### config.mk
export PLATFORM = sky130hd
export DESIGN_NAME = can_rx_assembler
export DESIGN_NICKNAME = d
export VERILOG_FILES = /design/src/rtl/can_rx_pkg.sv /design/src/rtl/can_rx_assembler_shifter.sv /design/src/rtl/can_rx_assembler.sv
export SDC_FILE = /design/constraint.sdc
export NUM_CORES = 1
export LEC_CHECK = 0
export CAP_MARGIN = 0
export CELL_PAD_IN_SITES_DETAIL_PLACEMENT = 2
export CELL_PAD_IN_SITES_GLOBAL_PLACEMENT = 2
export CORE_UTILIZATION = 37
export CTS_BUF_LIST = sky130_fd_sc_hd__clkbuf_4 sky130_fd_sc_hd__clkbuf_8 sky130_fd_sc_hd__clkbuf_16
export CTS_CLUSTER_SIZE = 20
export DETAILED_ROUTE_END_ITERATION = 8
export PLACE_DENSITY_LB_ADDON = 0.1
export SLEW_MARGIN = 20
export SYNTH_ARGS = -nofsm -noshare
export SYNTH_HDL_FRONTEND = slang
export SYNTH_SLANG_ARGS = --single-unit
export TNS_END_PERCENT = 10
### constraint.sdc
create_clock -name clk -period 3.4 [get_ports clk]
set_clock_uncertainty 0.1 [all_clocks]
set_input_delay 0.68 -clock clk [delete_from_list [all_inputs] [get_ports clk]]
set_output_delay 0.68 -clock clk [all_outputs]
set_load 0.01 [all_outputs]
### src/rtl/can_rx_pkg.sv
// Shared definitions for the CAN receive frame assembler: FSM encoding,
// receive-buffer address map, identifier lengths and the DLC clamp.
package can_rx_pkg;

    typedef enum logic [3:0] {
        IDLE,
        BASE_ID,
        SRR_IDE,
        EXT_ID,
        CTRL,
        DLC,
        DATA,
        WAIT_END,
        COMMIT
    } rx_state_t;

    localparam int ADR_INFO     = 0;
    localparam int ADR_ID0      = 1;
    localparam int ADR_DATA_STD = 3;
    localparam int ADR_DATA_EXT = 5;

    localparam int STD_ID_LEN = 11;
    localparam int EXT_ID_LEN = 18;

    // DLC codes 9..15 still mean "max bytes" on the wire
    function automatic logic [3:0] clamp_dlc(input logic [3:0] dlc, input logic [3:0] max_bytes);
        return (dlc > max_bytes) ? max_bytes : dlc;
    endfunction

endpackage

### src/rtl/can_rx_assembler_shifter.sv
// Byte packer: 8-bit MSB-first shift register and bit counter. o_next and
// o_byte_ready look ahead at the incoming bit so the caller can write the byte
// on the same edge that shifts it in.
module can_rx_shifter (
    input  logic       clk,
    input  logic       rst_b,
    input  logic       i_clear,
    input  logic       i_shift,
    input  logic       i_bit,
    output logic [7:0] o_data,
    output logic [7:0] o_next,
    output logic       o_byte_ready
);

    logic [7:0] r_data;
    logic [2:0] r_cnt;

    assign o_data       = r_data;
    assign o_next       = {r_data[6:0], i_bit};
    assign o_byte_ready = i_shift && !i_clear && (r_cnt == 3'd7);

    always_ff @(posedge clk or negedge rst_b) begin
        if (!rst_b) begin
            r_data <= '0;
            r_cnt  <= '0;
        end else if (i_clear) begin
            r_data <= '0;
            r_cnt  <= '0;
        end else if (i_shift) begin
            r_data <= o_next;
            r_cnt  <= r_cnt + 3'd1;
        end
    end

endmodule

### src/rtl/can_rx_assembler.sv
// CAN receive frame assembler: packs ID/RTR/IDE/DLC/data into the 13-byte
// receive buffer. Optional acceptance filter: define CAN_RX_ACC_FILTER_EN.
module can_rx_assembler
    import can_rx_pkg::*;
#(
    parameter int MAX_DATA = 8,
    parameter int ADDR_W   = 4
) (
    input  logic              clk,
    input  logic              rst_b,
`ifdef CAN_RX_ACC_FILTER_EN
    input  logic [7:0]        acc_code,
    input  logic [7:0]        acc_mask,
`endif
    input  logic              frame_start,
    input  logic              bit_valid,
    input  logic              bit_val,
    input  logic              frame_ok,
    input  logic              frame_err,
    input  logic              buf_free,
    output logic              buf_we_b,
    output logic [ADDR_W-1:0] buf_adress,
    output logic [7:0]        buf_datain,
    output logic              rx_done,
    output logic              overrun,
    output logic              rx_busy
);

    rx_state_t         r_state, w_state_next;
    logic [6:0]        r_cnt, w_cnt_next;
    logic [6:0]        r_nbits, w_nbits_next;
    logic [3:0]        r_dlc, w_dlc_next;
    logic              r_rtr, w_rtr_next;
    logic              r_ide, w_ide_next;
    logic              r_drop, w_drop_next;
    logic              r_rej, w_rej_next;
    logic [ADDR_W-1:0] r_ptr, w_ptr_next;
    logic              r_we_b, w_we_b_next;
    logic [ADDR_W-1:0] r_adr, w_adr_next;
    logic [7:0]        r_dat, w_dat_next;
    logic              r_done, w_done_next;
    logic              r_ovr, w_ovr_next;

    logic       w_sh_clr, w_sh_en, w_byte_ready, w_wr, w_trunc;
    logic [7:0] w_sh_data, w_sh_next, w_wr_dat;
    logic [3:0] w_dlc_shift, w_dlc_clamp;

    can_rx_shifter u_shifter (
        .clk          (clk),
        .rst_b        (rst_b),
        .i_clear      (w_sh_clr),
        .i_shift      (w_sh_en),
        .i_bit        (bit_val),
        .o_data       (w_sh_data),
        .o_next       (w_sh_next),
        .o_byte_ready (w_byte_ready)
    );

    assign w_dlc_shift = {r_dlc[2:0], bit_val};
    assign w_dlc_clamp = clamp_dlc(w_dlc_shift, 4'(MAX_DATA));
    // An EOF arriving before the data field is complete is a broken frame
    assign w_trunc = frame_ok && (r_state != IDLE) && (r_state != WAIT_END) && (r_state != COMMIT);

    always_comb begin
        w_state_next = r_state;
        w_cnt_next   = r_cnt;
        w_nbits_next = r_nbits;
        w_dlc_next   = r_dlc;
        w_rtr_next   = r_rtr;
        w_ide_next   = r_ide;
        w_drop_next  = r_drop;
        w_rej_next   = r_rej;
        w_ptr_next   = r_ptr;
        w_we_b_next  = 1'b1;
        w_adr_next   = r_adr;
        w_dat_next   = r_dat;
        w_done_next  = 1'b0;
        w_ovr_next   = 1'b0;
        w_sh_clr     = 1'b0;
        w_sh_en      = 1'b0;
        w_wr         = 1'b0;
        w_wr_dat     = '0;

        if (frame_err) begin
            w_state_next = IDLE;
        end else if (frame_start) begin
            w_state_next = BASE_ID;
            w_cnt_next   = '0;
            w_rtr_next   = 1'b0;
            w_ide_next   = 1'b0;
            w_dlc_next   = '0;
            w_drop_next  = !buf_free;
            w_rej_next   = 1'b0;
            w_ptr_next   = ADDR_W'(ADR_ID0);
            w_sh_clr     = 1'b1;
        end else if (w_trunc) begin
            w_state_next = IDLE;
        end else begin
            case (r_state)
                WAIT_END: if (frame_ok) begin
                    if (r_rej) begin
                        w_state_next = IDLE;
                    end else if (r_drop) begin
                        w_ovr_next   = 1'b1;
                        w_state_next = IDLE;
                    end else begin
                        w_we_b_next  = 1'b0;
                        w_adr_next   = ADDR_W'(ADR_INFO);
                        w_dat_next   = {r_ide, r_rtr, 2'b00, r_dlc};
                        w_state_next = COMMIT;
                    end
                end
                COMMIT: begin
                    w_done_next  = 1'b1;
                    w_state_next = IDLE;
                end
                BASE_ID: if (bit_valid) begin
                    w_sh_en  = 1'b1;
                    w_wr     = w_byte_ready;
                    w_wr_dat = w_sh_next;
`ifdef CAN_RX_ACC_FILTER_EN
                    if (r_cnt == 7'd7 && ((w_sh_next ^ acc_code) & ~acc_mask) != 8'd0)
                        w_rej_next = 1'b1;
`endif
                    if (r_cnt == 7'(STD_ID_LEN - 1)) begin
                        w_cnt_next   = '0;
                        w_state_next = SRR_IDE;
                    end else begin
                        w_cnt_next = r_cnt + 7'd1;
                    end
                end
                SRR_IDE: if (bit_valid) begin
                    if (r_cnt == 7'd0) begin
                        w_rtr_next = bit_val;
                        w_cnt_next = 7'd1;
                    end else begin
                        w_ide_next = bit_val;
                        w_cnt_next = '0;
                        if (bit_val) begin
                            w_state_next = EXT_ID;
                        end else begin
                            // left-justify the 3 leftover ID bits
                            w_wr         = 1'b1;
                            w_wr_dat     = w_sh_data << 5;
                            w_state_next = CTRL;
                        end
                    end
                end
                EXT_ID: if (bit_valid) begin
                    w_sh_en  = 1'b1;
                    w_wr     = w_byte_ready;
                    w_wr_dat = w_sh_next;
                    if (r_cnt == 7'(EXT_ID_LEN - 1)) begin
                        w_wr         = 1'b1;
                        w_wr_dat     = w_sh_next << 3;
                        w_cnt_next   = '0;
                        w_state_next = CTRL;
                    end else begin
                        w_cnt_next = r_cnt + 7'd1;
                    end
                end
                CTRL: if (bit_valid) begin
                    if (r_ide && r_cnt == 7'd0)
                        w_rtr_next = bit_val;
                    if (r_cnt == (r_ide ? 7'd2 : 7'd0)) begin
                        w_cnt_next   = '0;
                        w_state_next = DLC;
                    end else begin
                        w_cnt_next = r_cnt + 7'd1;
                    end
                end
                DLC: if (bit_valid) begin
                    w_dlc_next = w_dlc_shift;
                    if (r_cnt == 7'd3) begin
                        w_cnt_next = '0;
                        if (!r_rtr && w_dlc_shift != 4'd0) begin
                            w_nbits_next = {w_dlc_clamp, 3'b000};
                            w_ptr_next   = r_ide ? ADDR_W'(ADR_DATA_EXT) : ADDR_W'(ADR_DATA_STD);
                            w_sh_clr     = 1'b1;
                            w_state_next = DATA;
                        end else begin
                            w_state_next = WAIT_END;
                        end
                    end else begin
                        w_cnt_next = r_cnt + 7'd1;
                    end
                end
                DATA: if (bit_valid) begin
                    w_sh_en    = 1'b1;
                    w_wr       = w_byte_ready;
                    w_wr_dat   = w_sh_next;
                    w_cnt_next = r_cnt + 7'd1;
                    if (r_cnt == r_nbits - 7'd1)
                        w_state_next = WAIT_END;
                end
                default: ;
            endcase

            if (w_wr) begin
                w_ptr_next = r_ptr + ADDR_W'(1);
                if (!r_drop && !w_rej_next) begin
                    w_we_b_next = 1'b0;
                    w_adr_next  = r_ptr;
                    w_dat_next  = w_wr_dat;
                end
            end
        end
    end

    always_ff @(posedge clk or negedge rst_b) begin
        if (!rst_b) begin
            r_state <= IDLE;
            r_cnt   <= '0;
            r_nbits <= '0;
            r_dlc   <= '0;
            r_rtr   <= 1'b0;
            r_ide   <= 1'b0;
            r_drop  <= 1'b0;
            r_rej   <= 1'b0;
            r_ptr   <= '0;
            r_we_b  <= 1'b1;
            r_adr   <= '0;
            r_dat   <= '0;
            r_done  <= 1'b0;
            r_ovr   <= 1'b0;
        end else begin
            r_state <= w_state_next;
            r_cnt   <= w_cnt_next;
            r_nbits <= w_nbits_next;
            r_dlc   <= w_dlc_next;
            r_rtr   <= w_rtr_next;
            r_ide   <= w_ide_next;
            r_drop  <= w_drop_next;
            r_rej   <= w_rej_next;
            r_ptr   <= w_ptr_next;
            r_we_b  <= w_we_b_next;
            r_adr   <= w_adr_next;
            r_dat   <= w_dat_next;
            r_done  <= w_done_next;
            r_ovr   <= w_ovr_next;
        end
    end

    assign buf_we_b   = r_we_b;
    assign buf_adress = r_adr;
    assign buf_datain = r_dat;
    assign rx_done    = r_done;
    assign overrun    = r_ovr;
    assign rx_busy    = (r_state != IDLE);

endmodule
==> metrics.md, run 1 <==
| Metric | Value |
|---|---|
| Run status | `complete, no violations` |
| Setup violators final | `0` |
| Synth cell types | `65` |
| Number of global-route vias before repair | `2,893` |
| Main flop type after synthesis | `dfrtp_1` |
| Area delta synth->final | `14.11%` |
| Switching power | `437.4 uW` |
| Core Region | `8217 sq um` |
| Critical path capture point type | `register` |
| Worst setup SP type | `input pin` |
| Leakage | `0.001550 uW` |
| DIE HEIGHT | `94.24 um` |
| Antenna diodes | `0` |
| Sum Neg Setup Slack | `0 ps` |
| Final WS setup | `423.0 ps` |
| Pint | `956.9 uW` |
| Setup CP Type | `input pin to register` |
| Worst EP arrival | `3130 ps` |
| Hold_buf cts | `0` |
| H-tree depth | `2` |
| Routed len/inst | `20.85 um` |
| Die X | `94.24 um` |
| Setup Fix Bufs, Post-CTS | `0` |
| Tmin final | `2977 ps` |
| Initial Util | `38.31%` |
| Max Root-Sink Buffers | `2` |
| Initial detailed-routing violation count | `102` |
| Final instance area | `3592 sq um` |
| Crit path from | `bit_valid` |
| Pre-CTS WS | `161.5 ps` |
| Placed cell areas | `3505 sq um` |
| Total wire length | `9.571 mm` |
| Synth top area share | `39.75%` |
| Post-synthesis sequential area ratio | `40.58%` |
| Share of power burned in registers | `50.9%` |
| Largest fanout on the critical path | `6` |
| Metal3 WL | `201 um` |
| Synth cell count leaders | `50 x dfrtp_1, 30 x nor2_1, 21 x nand2_1, 15 x inv_1, 13 x o21ai_0` |
| # DRC | `0` |
| Worst Tran Pin Value | `738.7 ps` |
| Detail Route Antenna Nets | `0` |
| Max Clock Freq | `335.9 MHz` |
| Area leader, netlist | `dfrtp_1` |
| First-pass GRT wire length | `15.68 mm` |
| Largest net degree at the start of global routing | `24` |
| Final non-filler cell total | `459` |
| Post-synth EDFFs | `0` |
| Placed instance count | `451` |
| Fin util | `43.72%` |
| Average vias per placed instance | `5.832` |
| Metal2 WL | `4.672 mm` |
| HPWL after DPL | `7.266 mm` |
| Launch point of the worst reg-to-reg path | `r_state[0]` |
| Max VDD drop | `182.7 uV` |
| Worst-skew pair later-pin latency | `310 ps` |
| I/O pin total | `24` |
| RSZ-0062 raised after global routing | `no` |
| Final hold vios | `0` |
| Reg clk slew, reported paths | `100 ps` |
| Mapped Area | `3148 sq um` |
| DR top layer | `met4` |
| Hold Path Class | `input pin to asynchronous set/reset pin` |
| Vias | `2,677` |
| Resize count post-CTS | `0` |
| Share of cells above drive strength 1 | `17.23%` |
| Clock share of power | `26.4%` |
| Total GRT Usage | `23.34%` |
| Standard-cell rows | `33` |
| DIE AREA | `8881 sq um` |
| Synth Area per Inst | `9.598 sq um` |
| Max Slew Vio Count | `0` |
| Synth Register Bits | `51` |
| CTS tree | `yes` |
| Synth Instances | `328` |
| Sink Count | `51` |
| Tcrit/Tclk final | `87.56%` |
| TritonRoute pass-1 iters | `4` |
| Clock root cell | `clkbuf_8` |
| PwrDens | `388.2 nW/um^2` |
| Slew headroom | `50.76%` |
| CTS Buf Count | `5` |
| I/O Buffers | `23` |
| Nets | `369` |
| Sw Share | `31.37%` |
| Worst EP required | `3550 ps` |
| Ys async rst share | `100.0%` |
| Yosys warns | `0` |
| Most frequent cell after synthesis | `dfrtp_1` |
| Met1 wire length | `4.557 mm` |
| Post-synthesis net count | `344` |
| GP Congestion | `0.8188` |
| Grt ovf | `0` |
| Comb pwr share | `22.7%` |
| Initial antenna violation count | `0` |
| Synth top area cells | `dfrtp_1 40%, nor2_1 3.6%, ha_1 3.2%` |
| Max-cap viol count | `0` |
[cell type report]
| cell class | count | area, sq um |
|---|---|---|
| clock buffers | 5 | 68.82 |
| clock inverters | 3 | 18.77 |
| fillers | 909 | 4624 |
| inverters | 15 | 56.30 |
| multi-input cells | 243 | 1709 |
| flip-flops and latches | 51 | 1277 |
| well taps | 105 | 131.4 |
| repair buffers | 37 | 330.3 |
[cell usage in the layout, fill, tap and decap left out, types with 3 or more instances in the layout]
cell / Yosys / layout
mux2i_1: 7 / 7
nand3_1: 7 / 7
nand3b_1: 3 / 3
a221oi_2: 3 / 3
nand2b_1: 10 / 10
mux2_2: 6 / 6
inv_1: 15 / 15
o22ai_1: 4 / 4
or3_1: 5 / 5
a21o_1: 7 / 7
and3_2: 3 / 3
nor3_1: 7 / 7
a21oi_1: 8 / 8
clkbuf_8: 0 / 5
nor3b_1: 6 / 6
dfrtp_1: 50 / 50
a31oi_1: 6 / 6
clkdlybuf4s50_1: 0 / 22
buf_4: 0 / 14
a22oi_1: 4 / 4
and2_1: 3 / 3
a22o_1: 10 / 10
nand2_1: 21 / 21
a22o_2: 7 / 7
nor2b_1: 8 / 8
and3_1: 4 / 4
xnor2_1: 6 / 6
o21ai_0: 13 / 13
nor2_1: 30 / 30
nand4_1: 4 / 4
ha_1: 8 / 8
[per-stage QoR]
| step | hold slack (ps) | power [uW] |
|---|---|---|
| finish | 239.6 | 1394 |
| global route | 281.2 | 1467 |
| CTS | 266.0 | 1408 |
| detailed placement | 391.7 | 1042 |
| global placement | 384.2 | 1026 |
| floorplan | 284.4 | 887.9 |
[worst paths after layout]
path | to | slack, ps | depth (start not counted)
worst max-delay path | r_ptr[2] | 420 | 7
worst min-delay path | r_state[0] | 240 | 1
worst max register to register | u_shifter.r_cnt[0] | 460 | 6
worst min register to register | r_ptr[3] | 410 | 1
max in group asynchronous | buf_we_b | 2280 | 2
min in group clk | r_ptr[3] | 410 | 1
[registers in the layout, summed over array words and instances, names as in the netlist, 4 cells and up]
signal / count
r_state: 4
r_dlc: 4
buf_datain: 8
r_nbits: 4
r_cnt: 7
buf_adress: 4
u_shifter.o_data: 7
r_ptr: 4
[power groups by stage]
stage | registers (uW) | clock network (uW) | logic [uW]
floorplan | 714 | 0 | 174
global placement | 719 | 0 | 307
detailed placement | 723 | 0 | 319
CTS | 711 | 376 | 321
global route | 717 | 400 | 350
finish | 710 | 368 | 316
[logic make-up after synthesis]
logic type / after synthesis / share of synthesized area (%)
xor gates and xnor gates: 8 / 2.226
muxes: 13 / 4.372
buffers and inverters: 34 / 5.127
DFF: 51 / 40.58
adders and majority gates: 8 / 3.180
AOI/OAI and AO/OA: 87 / 21.70
and+or+nand+nor: 127 / 22.81
[routing by layer]
layer | vias up | GRT usage, %
li1 | 1250 | -
met1 | 1380 | 30.88
met2 | 35 | 40.28
met3 | 12 | 2.913
met4 | 0 | 5.256
met5 | - | 0
[worst max-delay path, cell delays in order]
cell and delay, ps:
clkdlybuf4s50_1 610, nor2b_1 320, nand3b_1 370, or3_1 430, or3_2 440, o211ai_1 120
a22o_1 150
Note: power is estimated with default switching activity, not from simulation.
==> run 2: changes to the inputs <==
Settings changed: ABC_AREA set to 1, CORE_UTILIZATION 37 to 34.
==> metrics.md, run 2 <==
| Metric | Value |
|---|---|
| Run status | `complete, no violations` |
| Post-synthesis sequential area ratio | `38.44%` |
| I/O Buffers | `23` |
| Leakage | `0.001908 uW` |
| Synth top area cells | `dfrtp_1 38%, nand2_1 15%, inv_1 6.9%` |
| Worst EP arrival | `2600 ps` |
| Most used cell, CP | `nand2_1` |
| Post-synth EDFFs | `0` |
| Mapped Area | `3323 sq um` |
| Main flop type after synthesis | `dfrtp_1` |
| Max-cap viol count | `0` |
| Largest fanout on the critical path | `13` |
| Post-synthesis compound-gate area fraction | `12.84%` |
| Most frequent cells in the layout | `135 x nand2_1, 61 x inv_1, 50 x dfrtp_1` |
| Setup Fix Bufs, Post-CTS | `0` |
| Number of global-route vias before repair | `3,445` |
| Resize count post-CTS | `0` |
| Slew headroom | `57.63%` |
| Synth Instances | `463` |
| # fillers | `1,138` |
| Initial Util | `35.46%` |
| Total GRT Usage | `23.53%` |
| GP Congestion | `0.8359` |
| Detail Route Antenna Nets | `0` |
| Final hold vios | `0` |
| PwrDens | `441.1 nW/um^2` |
| Critical path buffers and inverters | `3` |
| Sum Neg Setup Slack | `0 ps` |
| Synth Register Bits | `51` |
| Synth Area in Simple Gates | `33.77%` |
| Max VDD drop | `159.9 uV` |
| Total wire length | `11.06 mm` |
| Synth Area per Inst | `7.178 sq um` |
| Crit-path cells | `clkdlybuf4s50_1 -> nor2_1 -> inv_1 -> nor2_4 -> nand4_1 -> nand2_4 -> nand3_4 -> inv_2 -> nand2_1 -> nand3_1 -> nand2_1` |
| Setup CP Type | `input pin to register` |
| Area leader, netlist | `dfrtp_1` |
| Max Clock Freq | `404.0 MHz` |
| DIE HEIGHT | `100.9 um` |
| Adder-cell share of the synthesized area | `3.012%` |
| HPWL after DPL | `8.691 mm` |
| Initial antenna violation count | `0` |
| Total power | `1678 uW` |
| Synth top area share | `37.65%` |
| Crit path max-delay family | `simple AND/OR/NAND/NOR gates` |
| Worst-skew pair later-pin latency | `310 ps` |
| Slowest-stage cell, CP | `clkdlybuf4s50_1` |
| Main combinational cell family by area after synthesis | `simple AND/OR/NAND/NOR gates` |
| Antenna diodes | `0` |
| Xor/xnor cell area share of the yosys netlist | `2.108%` |
| CTS Buf Count | `5` |
| DIE AREA | `10,170 sq um` |
| Setup violators final | `0` |
| Crit path from | `frame_start` |
| Area delta synth->final | `14.50%` |
| Multiplexer share of the synthesized area | `0.3389%` |
| Largest net degree at the start of global routing | `31` |
| Initial detailed-routing violation count | `95` |
| Hold_buf cts | `0` |
| Standard-cell rows | `35` |
| I/O pin total | `24` |
| Most frequent cell after synthesis | `nand2_1` |
| TritonRoute pass-1 iters | `4` |
| Hold Path Class | `input pin to asynchronous set/reset pin` |
| Die X | `100.9 um` |
| Max Slew Vio Count | `0` |
| Tmin final | `2475 ps` |
| H-tree depth | `2` |
| Max stage delay on crit path | `510 ps` |
| Worst setup SP type | `input pin` |
| Share of cells above drive strength 1 | `8.980%` |
| Worst EP required | `3520 ps` |
| Placed instance count | `611` |
| Sink Count | `51` |
| Worst Tran Pin Value | `633.9 ps` |
| Routed len/inst | `17.87 um` |
| Synth cell types | `40` |
| RSZ-0062 raised after global routing | `no` |
| Tcrit/Tclk final | `72.80%` |
| Average vias per placed instance | `5.123` |
| Yosys warns | `0` |
| Post-synthesis net count | `479` |
| Synth cell count leaders | `135 x nand2_1, 61 x inv_1, 50 x dfrtp_1, 35 x nand3_1, 33 x o21ai_0` |
| Clock root cell | `clkbuf_8` |
| Grt ovf | `0` |
| Final non-filler cell total | `619` |
| Reg clk slew, reported paths | `110 ps` |
| Commonest non-fill, non-tap cell in the layout | `nand2_1` |
| CTS tree | `yes` |
| Vias | `3,171` |
| Ys async rst share | `100.0%` |
| Critical path capture point type | `register` |
| Max Root-Sink Buffers | `2` |
| # DRC | `0` |
| Nets | `505` |
| First-pass GRT wire length | `18.18 mm` |
| Launch point of the worst reg-to-reg path | `r_cnt[0]` |
| Max FFs per register | `8` |
| Core Region | `9371 sq um` |
run 2: changes by cell type after synthesis, moves of 7 or more:
cell	previous run	this run
o21ai_1	0	7
nand2b_1	10	0
nand2_1	21	135
clkbuf_1	9	2
a21o_1	7	0
o21ai_0	13	33
a22o_2	7	0
nand3_1	7	35
inv_1	15	61
nor2b_1	8	0
a22o_1	10	0
mux2i_1	7	0
run 2: cell families after synthesis:
| kind of cell | after synthesis |
|---|---|
| AO/OA/AOI/OAI | 75 |
| buffers and inverters | 75 |
| flip-flops | 51 |
| multiplexers | 1 |
| AND/OR/NAND/NOR | 245 |
| XOR/XNOR | 8 |
| adder cells (fa/ha/maj) | 8 |
run 2: path summary, 6_finish.rpt:
kind / slack [ps] / cells after the start / endpoint
hold / removal: 240 / 1 / r_cnt[3]
setup reg to reg: 1030 / 12 / buf_datain[0]
min in group clk: 400 / 2 / u_shifter.r_cnt[1]
setup / recovery: 920 / 11 / buf_datain[0]
hold reg to reg: 400 / 2 / u_shifter.r_cnt[1]
max in group asynchronous: 2120 / 2 / buf_we_b
run 2: metrics by stage:
stage	area, sq um	hold WS, ps	util [%]	setup slack (ps)
3_5_place_dp	3684	387.3	39.31	581.2
5_1_grt	3805	283.7	40.60	770.4
2_1_floorplan	3323	284.4	-	1451
6_report	3805	242.2	40.60	924.6
3_3_place_gp	3684	378.2	39.31	610.8
4_1_cts	3805	260.4	40.60	907.9
run 2: power breakdown:
part           switching (uW)  leakage, uW  internal, uW
Sequential               77.1     0.000676           675
Clock                     227    0.0000618           243
Combinational             267      0.00117           190
run 2: metal layers:
layer	global-route usage [%]	part of all wire [%]	vias up	routed length, um
met4	5.797	1.1	0	123
met3	2.150	2.3	8	258
met2	39.99	47	42	5252
met5	0	0	-	0
li1	-	-	1549	-
met1	32.24	49	1572	5427
run 2: final cells by class:
cell class	count	area (sq um)	share of cell area, %
tap	129	161.4	4.242
clock inverter	2	38.79	1.019
sequential	51	1277	33.57
multi-input combinational	337	1730	45.48
timing repair buffer	29	270.3	7.103
clock buffer	6	82.58	2.170
inverter	65	244.0	6.412
run 2: worst register-to-register path, delay by kind of cell, from the launching register on:
kind                       cells  cell delay, ps
and+or+nand+nor                7             870
DFF                            1             490
buffers and inverters          3             490
adders and majority gates      1             210
AOI/OAI and AO/OA              1             120
